### src/rtl/snail_stream_sequencer.sv
// snail_stream_sequencer
// Shares one serial 1-0-1-1-0 pattern detector among N_REQ requesters. A job
// is one WORD_W-bit word. The selected word is latched, the detector is
// cleared, and the word is then fed to it MSB-first. One bit is stepped every
// TICK_DIV cycles. Detector hits are counted and reported with the owner ID.
//
// Handshake: a requester raises req_valid_i[i] and holds it, with its word
// stable, until req_ready_o[i] pulses for one cycle (the accept). Requests are
// sampled only while idle. The result is a one-cycle res_valid_o strobe with
// res_id_o/res_count_o and has no backpressure.
//
// Build option: define SNAIL_SEQ_FIXED_PRIO_EN for fixed priority (lowest
// index wins). Leave it undefined for round-robin starting at a rotating
// pointer.
module snail_stream_sequencer #(
   parameter int N_REQ    = 4,
   parameter int WORD_W   = 8,
   parameter int TICK_DIV = 4
) (
   input  logic                         clk,
   input  logic                         rst,
   input  logic [N_REQ-1:0]             req_valid_i,
   input  logic [N_REQ*WORD_W-1:0]      req_data_i,
   output logic [N_REQ-1:0]             req_ready_o,
   output logic                         det_rst_o,
   output logic                         det_en_o,
   output logic                         det_a_o,
   input  logic                         det_y_i,
   output logic                         res_valid_o,
   output logic [$clog2(N_REQ)-1:0]     res_id_o,
   output logic [$clog2(WORD_W+1)-1:0]  res_count_o,
   output logic                         busy_o,
   output logic [1:0]                   dbg_state_o
);

   localparam int ID_W   = $clog2(N_REQ);
   localparam int CNT_W  = $clog2(WORD_W + 1);
   localparam int TICK_W = (TICK_DIV > 1) ? $clog2(TICK_DIV) : 1;
   localparam int BIT_W  = (WORD_W > 1) ? $clog2(WORD_W) : 1;

   localparam logic [TICK_W-1:0] TICK_LAST = TICK_W'(TICK_DIV - 1);
   localparam logic [BIT_W-1:0]  BIT_LAST  = BIT_W'(WORD_W - 1);

   typedef enum logic [1:0] {
      ST_IDLE   = 2'd0,
      ST_CLEAR  = 2'd1,
      ST_SHIFT  = 2'd2,
      ST_REPORT = 2'd3
   } state_t;

   state_t              state_q, state_d;
   logic [WORD_W-1:0]   word_q, word_d;
   logic [ID_W-1:0]     id_q, id_d;
   logic [TICK_W-1:0]   tick_q, tick_d;
   logic [BIT_W-1:0]    bit_q, bit_d;
   logic [CNT_W-1:0]    cnt_q, cnt_d;
   logic                det_rst_q, det_rst_d;

   logic                grant_found;
   logic [ID_W-1:0]     grant_idx;

`ifndef SNAIL_SEQ_FIXED_PRIO_EN
   logic [ID_W-1:0]     ptr_q, ptr_d;
`endif

   // Pick the requester to serve from the currently valid requests.
   always_comb begin
      grant_found = 1'b0;
      grant_idx   = '0;
`ifdef SNAIL_SEQ_FIXED_PRIO_EN
      // Scan from the top down so the lowest valid index is written last.
      for (int i = N_REQ - 1; i >= 0; i--) begin
         if (req_valid_i[i]) begin
            grant_found = 1'b1;
            grant_idx   = ID_W'(i);
         end
      end
`else
      // Scan from the pointer and wrap around. The first valid index wins.
      for (int k = 0; k < N_REQ; k++) begin
         if (!grant_found && req_valid_i[(int'(ptr_q) + k) % N_REQ]) begin
            grant_found = 1'b1;
            grant_idx   = ID_W'((int'(ptr_q) + k) % N_REQ);
         end
      end
`endif
   end

   // Next-state and output decode for the IDLE/CLEAR/SHIFT/REPORT sequence.
   always_comb begin
      state_d     = state_q;
      word_d      = word_q;
      id_d        = id_q;
      tick_d      = tick_q;
      bit_d       = bit_q;
      cnt_d       = cnt_q;
      det_rst_d   = 1'b0;
`ifndef SNAIL_SEQ_FIXED_PRIO_EN
      ptr_d       = ptr_q;
`endif
      req_ready_o = '0;
      det_en_o    = 1'b0;
      det_a_o     = 1'b0;
      res_valid_o = 1'b0;
      res_id_o    = '0;
      res_count_o = '0;

      unique case (state_q)
         ST_IDLE: begin
            if (grant_found) begin
               req_ready_o[grant_idx] = 1'b1;
               for (int i = 0; i < N_REQ; i++) begin
                  if (grant_idx == ID_W'(i)) begin
                     word_d = req_data_i[i*WORD_W +: WORD_W];
                  end
               end
               id_d      = grant_idx;
               det_rst_d = 1'b1;
               state_d   = ST_CLEAR;
`ifndef SNAIL_SEQ_FIXED_PRIO_EN
               ptr_d = (grant_idx == ID_W'(N_REQ - 1)) ? '0 : grant_idx + ID_W'(1);
`endif
            end
         end
         ST_CLEAR: begin
            cnt_d   = '0;
            tick_d  = '0;
            bit_d   = '0;
            state_d = ST_SHIFT;
         end
         ST_SHIFT: begin
            // The word shifts left after each step, so its MSB is always the current bit.
            det_a_o = word_q[WORD_W-1];
            if (tick_q == TICK_LAST) begin
               det_en_o = 1'b1;
               tick_d   = '0;
               word_d   = word_q << 1;
               if (det_y_i) begin
                  cnt_d = cnt_q + CNT_W'(1);
               end
               if (bit_q == BIT_LAST) begin
                  state_d = ST_REPORT;
               end else begin
                  bit_d = bit_q + BIT_W'(1);
               end
            end else begin
               tick_d = tick_q + TICK_W'(1);
            end
         end
         ST_REPORT: begin
            res_valid_o = 1'b1;
            res_id_o    = id_q;
            res_count_o = cnt_q;
            state_d     = ST_IDLE;
         end
         default: state_d = ST_IDLE;
      endcase
   end

   // State and job registers. Reset aborts any job in flight.
   always_ff @(posedge clk or posedge rst) begin
      if (rst) begin
         state_q   <= ST_IDLE;
         word_q    <= '0;
         id_q      <= '0;
         tick_q    <= '0;
         bit_q     <= '0;
         cnt_q     <= '0;
         det_rst_q <= 1'b0;
      end else begin
         state_q   <= state_d;
         word_q    <= word_d;
         id_q      <= id_d;
         tick_q    <= tick_d;
         bit_q     <= bit_d;
         cnt_q     <= cnt_d;
         det_rst_q <= det_rst_d;
      end
   end

`ifndef SNAIL_SEQ_FIXED_PRIO_EN
   // Round-robin pointer. It moves to the index after the last grant.
   always_ff @(posedge clk or posedge rst) begin
      if (rst) begin
         ptr_q <= '0;
      end else begin
         ptr_q <= ptr_d;
      end
   end
`endif

   assign det_rst_o   = det_rst_q;
   assign busy_o      = (state_q != ST_IDLE);
   assign dbg_state_o = state_q;

endmodule

### config.mk
export PLATFORM = sky130hd
export DESIGN_NAME = snail_stream_sequencer
export DESIGN_NICKNAME = d
export VERILOG_FILES = /design/src/rtl/snail_stream_sequencer.sv
export SDC_FILE = /design/constraint.sdc
export NUM_CORES = 1
export LEC_CHECK = 0
export CORE_ASPECT_RATIO = 1.1
export CORE_MARGIN = 3
export CORE_UTILIZATION = 40
export CTS_BUF_LIST = sky130_fd_sc_hd__clkbuf_16
export DETAILED_ROUTE_END_ITERATION = 10
export GPL_ROUTABILITY_DRIVEN = 0
export PLACE_DENSITY = 0.79
export SLEW_MARGIN = 20
export SYNTH_ARGS = -nofsm -noshare
export SYNTH_HDL_FRONTEND = slang
export SYNTH_SLANG_ARGS = --single-unit
### constraint.sdc
create_clock -name clk -period 3.5 [get_ports clk]
set_input_delay 0.7 -clock clk [delete_from_list [all_inputs] [get_ports clk]]
set_output_delay 0.7 -clock clk [all_outputs]
set_load 0.02 [all_outputs]
==> results of run 1 <==
## routing by layer
layer,up-vias,part of all wire,GRT usage
met2,37,0.48,0.287
met4,0,0.014,0.0455
met3,5,0.054,0.0254
met5,-,0,0
met1,703,0.45,0.218
li1,780,-,-
## logic make-up after synthesis
group,after synthesis,synth area share
AOI/OAI and AO/OA,40,0.169
xor gates and xnor gates,2,0.0100
adders and majority gates,12,0.0861
buffers and inverters,28,0.0689
DFF,24,0.344
muxes,21,0.128
and+or+nand+nor,59,0.193
## Yosys cell counts, types with 2 or more instances
cell type / n
a21oi_1: 5
inv_1: 18
mux2_2: 11
a221o_1: 2
nor2_1: 6
o21ai_0: 7
mux2i_1: 10
and3_1: 4
nor3_2: 2
a211o_1: 6
dfrtp_1: 24
a22oi_1: 8
nand2b_1: 5
nand3_1: 4
nand2_1: 19
ha_1: 12
buf_2: 6
a22o_1: 5
nor3b_1: 6
and2_1: 8
clkbuf_1: 3
## worst min-delay path, stage by stage (launching register included)
cell	delay, ps
dfrtp_1	340
nand2_1	50
o21ai_0	70
## area by class of cell
cell class                 instances  area [um^2]
clock buffer                       3         75.1
tap                               52         65.1
sequential                        24          601
inverter                          18         67.6
fill                             346         1610
timing repair buffer              67          636
multi-input combinational        134         1030
## metrics by stage
| stage | hold slack [ps] | utilization |
|---|---|---|
| 2_1_floorplan | 441 | - |
| 3_3_place_gp | 480 | 0.587 |
| 3_5_place_dp | 473 | 0.587 |
| 4_1_cts | 499 | 0.606 |
| 5_1_grt | 522 | 0.606 |
| 6_report | 486 | 0.606 |
## final timing paths
check                                    start             end  slack [ps]
worst max register to register        ptr_q[0]       word_q[4]         870
max in group asynchronous                  rst       word_q[7]        2010
worst max-delay path            req_valid_i[3]  req_ready_o[3]         210
worst min register to register         id_q[1]         id_q[1]         490
min in group asynchronous                  rst         id_q[1]         940
worst min-delay path                   id_q[1]         id_q[1]         490
## report_power, final
group	switching (mW)	leakage [nW]	internal, mW
combinational	0.581	0.823	0.547
clock	0.0840	0.0370	0.151
sequential	0.0687	0.306	0.382
## state kept, by name (all words and copies together) (netlist names)
name         cells
cnt_q            4
ptr_q            2
dbg_state_o      2
det_rst_o        1
id_q             2
word_q           8
tick_q           2
bit_q            3
==> run_results.csv, run 1 <==
group,metric,value,unit
placement,io_buffers,55,
logic_synthesis,synth-edff-count,0,
global_routing,grt_start_max_net_pins,26,
timing,slew_headroom,0.402,
timing,period_share,0.940,
worst_setup_path,critical_path_depth,8,
timing,rsz0062_at_grt,"no",
placement,dpl.cell_count,295,
power_and_ir_drop,vdd_drop_max,458,uV
power_and_ir_drop,leakage,1.17,nW
placement,place_hpwl,3.17,mm
worst_setup_path,crit_path_max_fanout,2,
logic_synthesis,yosysSeqAreaShare,0.344,
cts,clkTransAtPathRegs,60,ps
global_routing,grt_pass1_wl,6.64,mm
route,num_vias,1525,
floorplanning,dieArea,5190,um^2
worst_setup_path,cp-end-kind,"output port",
cts,cts_made_buffers,3,
route,routedWlPerCell,13.7,um
floorplanning,die_y,75.3,um
cts,cts_tree,"built",
worst_setup_path,reg2reg_depth,9,
hold_path,min_path_type,"reg2reg",
cts,h-tree-depth,1,
finish,instances_no_fill,298,
finish,final_nets,299,
timing,period_minus_slack,3290,ps
route,drt_wl_total,4.09,mm
worst_setup_path,max_stage_delay,480,ps
floorplanning,top_level_ports,56,
cts,clockBufferDepth,2,
cts,post_cts_resize_count,5,
logic_synthesis,ys_types,36,
floorplanning,start_util,0.427,
power_and_ir_drop,power,1.81,mW
flow_run,maxCapViolations,0,
route,drc,0,
worst_setup_path,cpLargestDelayFamily,"buffers and inverters",
logic_synthesis,netlist_instances,186,
finish,finalInstanceArea,2470,um^2
timing,drv_slew,0,
hold_path,hold-path-cell-count,2,
timing,setup_viol,0,
logic_synthesis,syn_nets,237,
floorplanning,num_rows,24,
logic_synthesis,ys_seq_elements,24,
cts,cts_root_buffer,"clkbuf_16",
worst_setup_path,cp.buffers_inverters,3,
worst_setup_path,crit_path_start_kind,"primary input",
cts,clk_latency,250,ps
logic_synthesis,yosysTopAreaCell,"dfrtp_1",
logic_synthesis,postSynth.asyncResetShare,1.00,
logic_synthesis,syn_area,1740,um^2
worst_setup_path,crit_required,2800,ps
worst_setup_path,path_cells,"clkdlybuf4s50_1 -> inv_1 -> a22o_1 -> a221o_1 -> nor2_1 -> ha_1 -> and3_1 -> dlygate4sd2_1",
cts,cts_sinks,24,
worst_setup_path,cp_slowest_cell,"clkdlybuf4s50_1",
finish,drive_gt1_frac,0.130,
global_routing,grt_use_total,0.167,
logic_synthesis,yosys-top-cells-area,"dfrtp_1, ha_1, mux2_2",
logic_synthesis,syn_area_per_cell,9.38,um^2
timing,max_freq,0.304,GHz
route,ant_nets,0,
power_and_ir_drop,powerDensity,733,nW/um^2
global_routing,overflow,0,
status,status,"finished, final reports clean",
route,firstDrtPassIters,4,
floorplanning,core,4080,um^2
logic_synthesis,synth_top_cell_area_share,0.344,
placement,placed_area,2400,um^2
finish,layout_commonest_cell,"clkdlybuf4s50_1",
route,drt_iter0_markers,71,
route,viasPerCell,5.12,
cts,post-cts-setup-buffers,0,
finish,layout_common_cells,"clkdlybuf4s50_1, dfrtp_1, nand2_1, inv_1",
worst_setup_path,worstSetupPathType,"in2out",
timing,fin_ws,211,ps
timing,final.setup.tns,0,ps
timing,fin_skew,2.53,ps
finish,n_antenna_cell,0,
placement,post-place-ws,-47.9,ps
floorplanning,die_w,69.0,um
cts,ctsHoldBuffers,0,
logic_synthesis,synth_top_flop_cell,"dfrtp_1",
timing,worst_pin_slew,896,ps
global_routing,grt_antenna_before_repair,0,
global_routing,grt_pass1_vias,1479,
worst_setup_path,critPathArrivalTime,2590,ps
timing,hold_viol,0,
finish,area_delta_synth_final,41.8,%
logic_synthesis,synth_warnings,0,
No activity file was read; power rests on OpenSTA's default activity.
==> run 2, diff against run 1 <==
--- a/config.mk
+++ b/config.mk
@@ -7,11 +7,11 @@
 export LEC_CHECK = 0
 export CORE_ASPECT_RATIO = 1.1
 export CORE_MARGIN = 3
-export CORE_UTILIZATION = 40
+export CORE_UTILIZATION = 46
 export CTS_BUF_LIST = sky130_fd_sc_hd__clkbuf_16
 export DETAILED_ROUTE_END_ITERATION = 10
-export GPL_ROUTABILITY_DRIVEN = 0
-export PLACE_DENSITY = 0.79
+export PLACE_DENSITY = 0.88
+export RECOVER_POWER = 100
 export SLEW_MARGIN = 20
 export SYNTH_ARGS = -nofsm -noshare
 export SYNTH_HDL_FRONTEND = slang
==> run_results.csv, run 2 (synthesis gave the netlist of run 1 again) <==
group,metric,value,unit
worst_setup_path,crit_path_max_fanout,2,
floorplanning,dieArea,4570,um^2
floorplanning,die_y,70.6,um
global_routing,grt_use_total,0.183,
global_routing,grt_antenna_before_repair,0,
global_routing,overflow,0,
finish,final_nets,297,
placement,place_hpwl,3.11,mm
timing,rsz0062_at_grt,"no",
route,firstDrtPassIters,4,
timing,final.setup.tns,0,ps
route,viasPerCell,5.20,
floorplanning,die_w,64.7,um
placement,io_buffers,55,
route,wl_met3,176,um
worst_setup_path,worstSetupPathType,"in2out",
cts,cts_made_buffers,3,
timing,drv_slew,0,
timing,period_minus_slack,3320,ps
finish,nFillCells,288,
global_routing,grt_start_max_net_pins,26,
power_and_ir_drop,leakage,1.18,nW
route,drt_wl_total,4.07,mm
route,drc,0,
timing,max_freq,0.301,GHz
cts,h-tree-depth,1,
finish,layout_commonest_cell,"clkdlybuf4s50_1",
cts,cts_sinks,24,
cts,clkTransAtPathRegs,60,ps
worst_setup_path,crit_path_start_kind,"primary input",
power_and_ir_drop,powerDensity,733,nW/um^2
cts,clk_latency,260,ps
route,m1WireLength,1.87,mm
finish,area_delta_synth_final,40.1,%
global_routing,grt_pass1_vias,1536,
worst_setup_path,critPathArrivalTime,2620,ps
global_routing,grt_pass1_wl,6.80,mm
floorplanning,start_util,0.499,
finish,largest_reg_flops,8,
timing,period_share,0.948,
floorplanning,num_rows,22,
worst_setup_path,cp-end-kind,"output port",
finish,n_antenna_cell,0,
cts,clockBufferDepth,2,
timing,fin_ws,182,ps
worst_setup_path,cp_slowest_cell,"clkdlybuf4s50_1",
cts,cts_root_buffer,"clkbuf_16",
route,ant_nets,0,
floorplanning,top_level_ports,56,
hold_path,min_path_type,"reg2reg",
route,route.met2.wl,1.96,mm
flow_run,maxCapViolations,0,
power_and_ir_drop,vdd_drop_max,523,uV
status,status,"finished, final reports clean",
timing,setup_viol,0,
timing,worst_pin_slew,1080,ps
cts,post-cts-setup-buffers,0,
route,routedWlPerCell,13.9,um
finish,drive_gt1_frac,0.110,
cts,cts_tree,"built",
timing,hold_viol,0,
placement,gp_congestion,0.832,
placement,post-place-ws,-71.1,ps
worst_setup_path,crit_required,2800,ps
finish,layout_common_cells,"clkdlybuf4s50_1, dfrtp_1, nand2_1, inv_1, dlygate4sd3_1",
power_and_ir_drop,power,1.79,mW
timing,fin_skew,1.26,ps
finish,top_register,"word_q",
worst_setup_path,path_cells,"clkdlybuf4s50_1 -> inv_1 -> a22o_1 -> a221oi_1 -> nand2_1 -> ha_1 -> and3_1 -> dlygate4sd2_1",
finish,reg.largest.list,"word_q x8, cnt_q x4, bit_q x3",
route,routed.top_layer,"met4",
floorplanning,core,3500,um^2
route,num_vias,1523,
route,drt_iter0_markers,71,
timing,slew_headroom,0.282,
worst_setup_path,max_stage_delay,480,ps
==> run 2: changes by cell type in the layout (fill, tap and decap cells not counted), sizes merged <==
| cell | before | now |
|---|---|---|
| dlygate4sd3 | 0 | 14 |
| clkbuf | 3 | 6 |
| clkdlybuf4s50 | 51 | 37 |
| buf | 12 | 7 |
| clkinv | 0 | 1 |
==> run 2: what timing repair did <==
item / 4_1_cts / 5_1_grt
hold buffers: 0 / 0
setup endpoints to repair: 4 / 0
gates resized for setup: 4 / 0
==> run 2: critical path, delay by kind of cell <==
kind	cells	cell delay (ps)
buffers and inverters	3	850
adder cells (fa/ha/maj)	1	220
AND/OR/NAND/NOR	2	300
AO/OA/AOI/OAI	2	550
==> run 2: final timing paths <==
path / from / endpoint / slack, ps / cells after the start
worst min register to register: id_q[1] / id_q[1] / 490 / 2
worst min-delay path: id_q[1] / id_q[1] / 490 / 2
min in group asynchronous: rst / word_q[7] / 1070 / 2
worst max-delay path: req_valid_i[3] / req_ready_o[0] / 180 / 8
max in group asynchronous: rst / det_rst_o / 1870 / 2
worst max register to register: ptr_q[0] / word_q[1] / 840 / 9
==> run 2: routing by layer <==
metal,GRT usage,vias to the layer above
met2,0.305,38
li1,-,773
met4,0.0704,0
met5,0,-
met3,0.0302,5
met1,0.235,707
==> run 2: metrics by stage <==
stage	utilization	cells	cell area (um^2)	hold slack (ps)
finish	0.699	293	2440	485
global route	0.699	293	2440	520
CTS	0.701	293	2450	500
detailed placement	0.680	289	2380	473
global placement	0.680	289	2380	477
floorplan	-	186	1740	441
==> run 2: power breakdown <==
group	internal [mW]	total (mW)	switching, mW
Clock	0.153	0.246	0.0931
Sequential	0.381	0.445	0.0637
Combinational	0.524	1.10	0.576
Total	1.06	1.79	0.733
==> run 2: area by class of cell <==
cell class	instances	area (um^2)	share of cell area
clock buffer	3	75.1	0.0307
inverter	18	67.6	0.0276
clock inverter	1	3.75	0.00154
tap	48	60.1	0.0246
sequential	24	601	0.246
timing repair buffer	65	613	0.251
multi-input combinational	134	1020	0.419
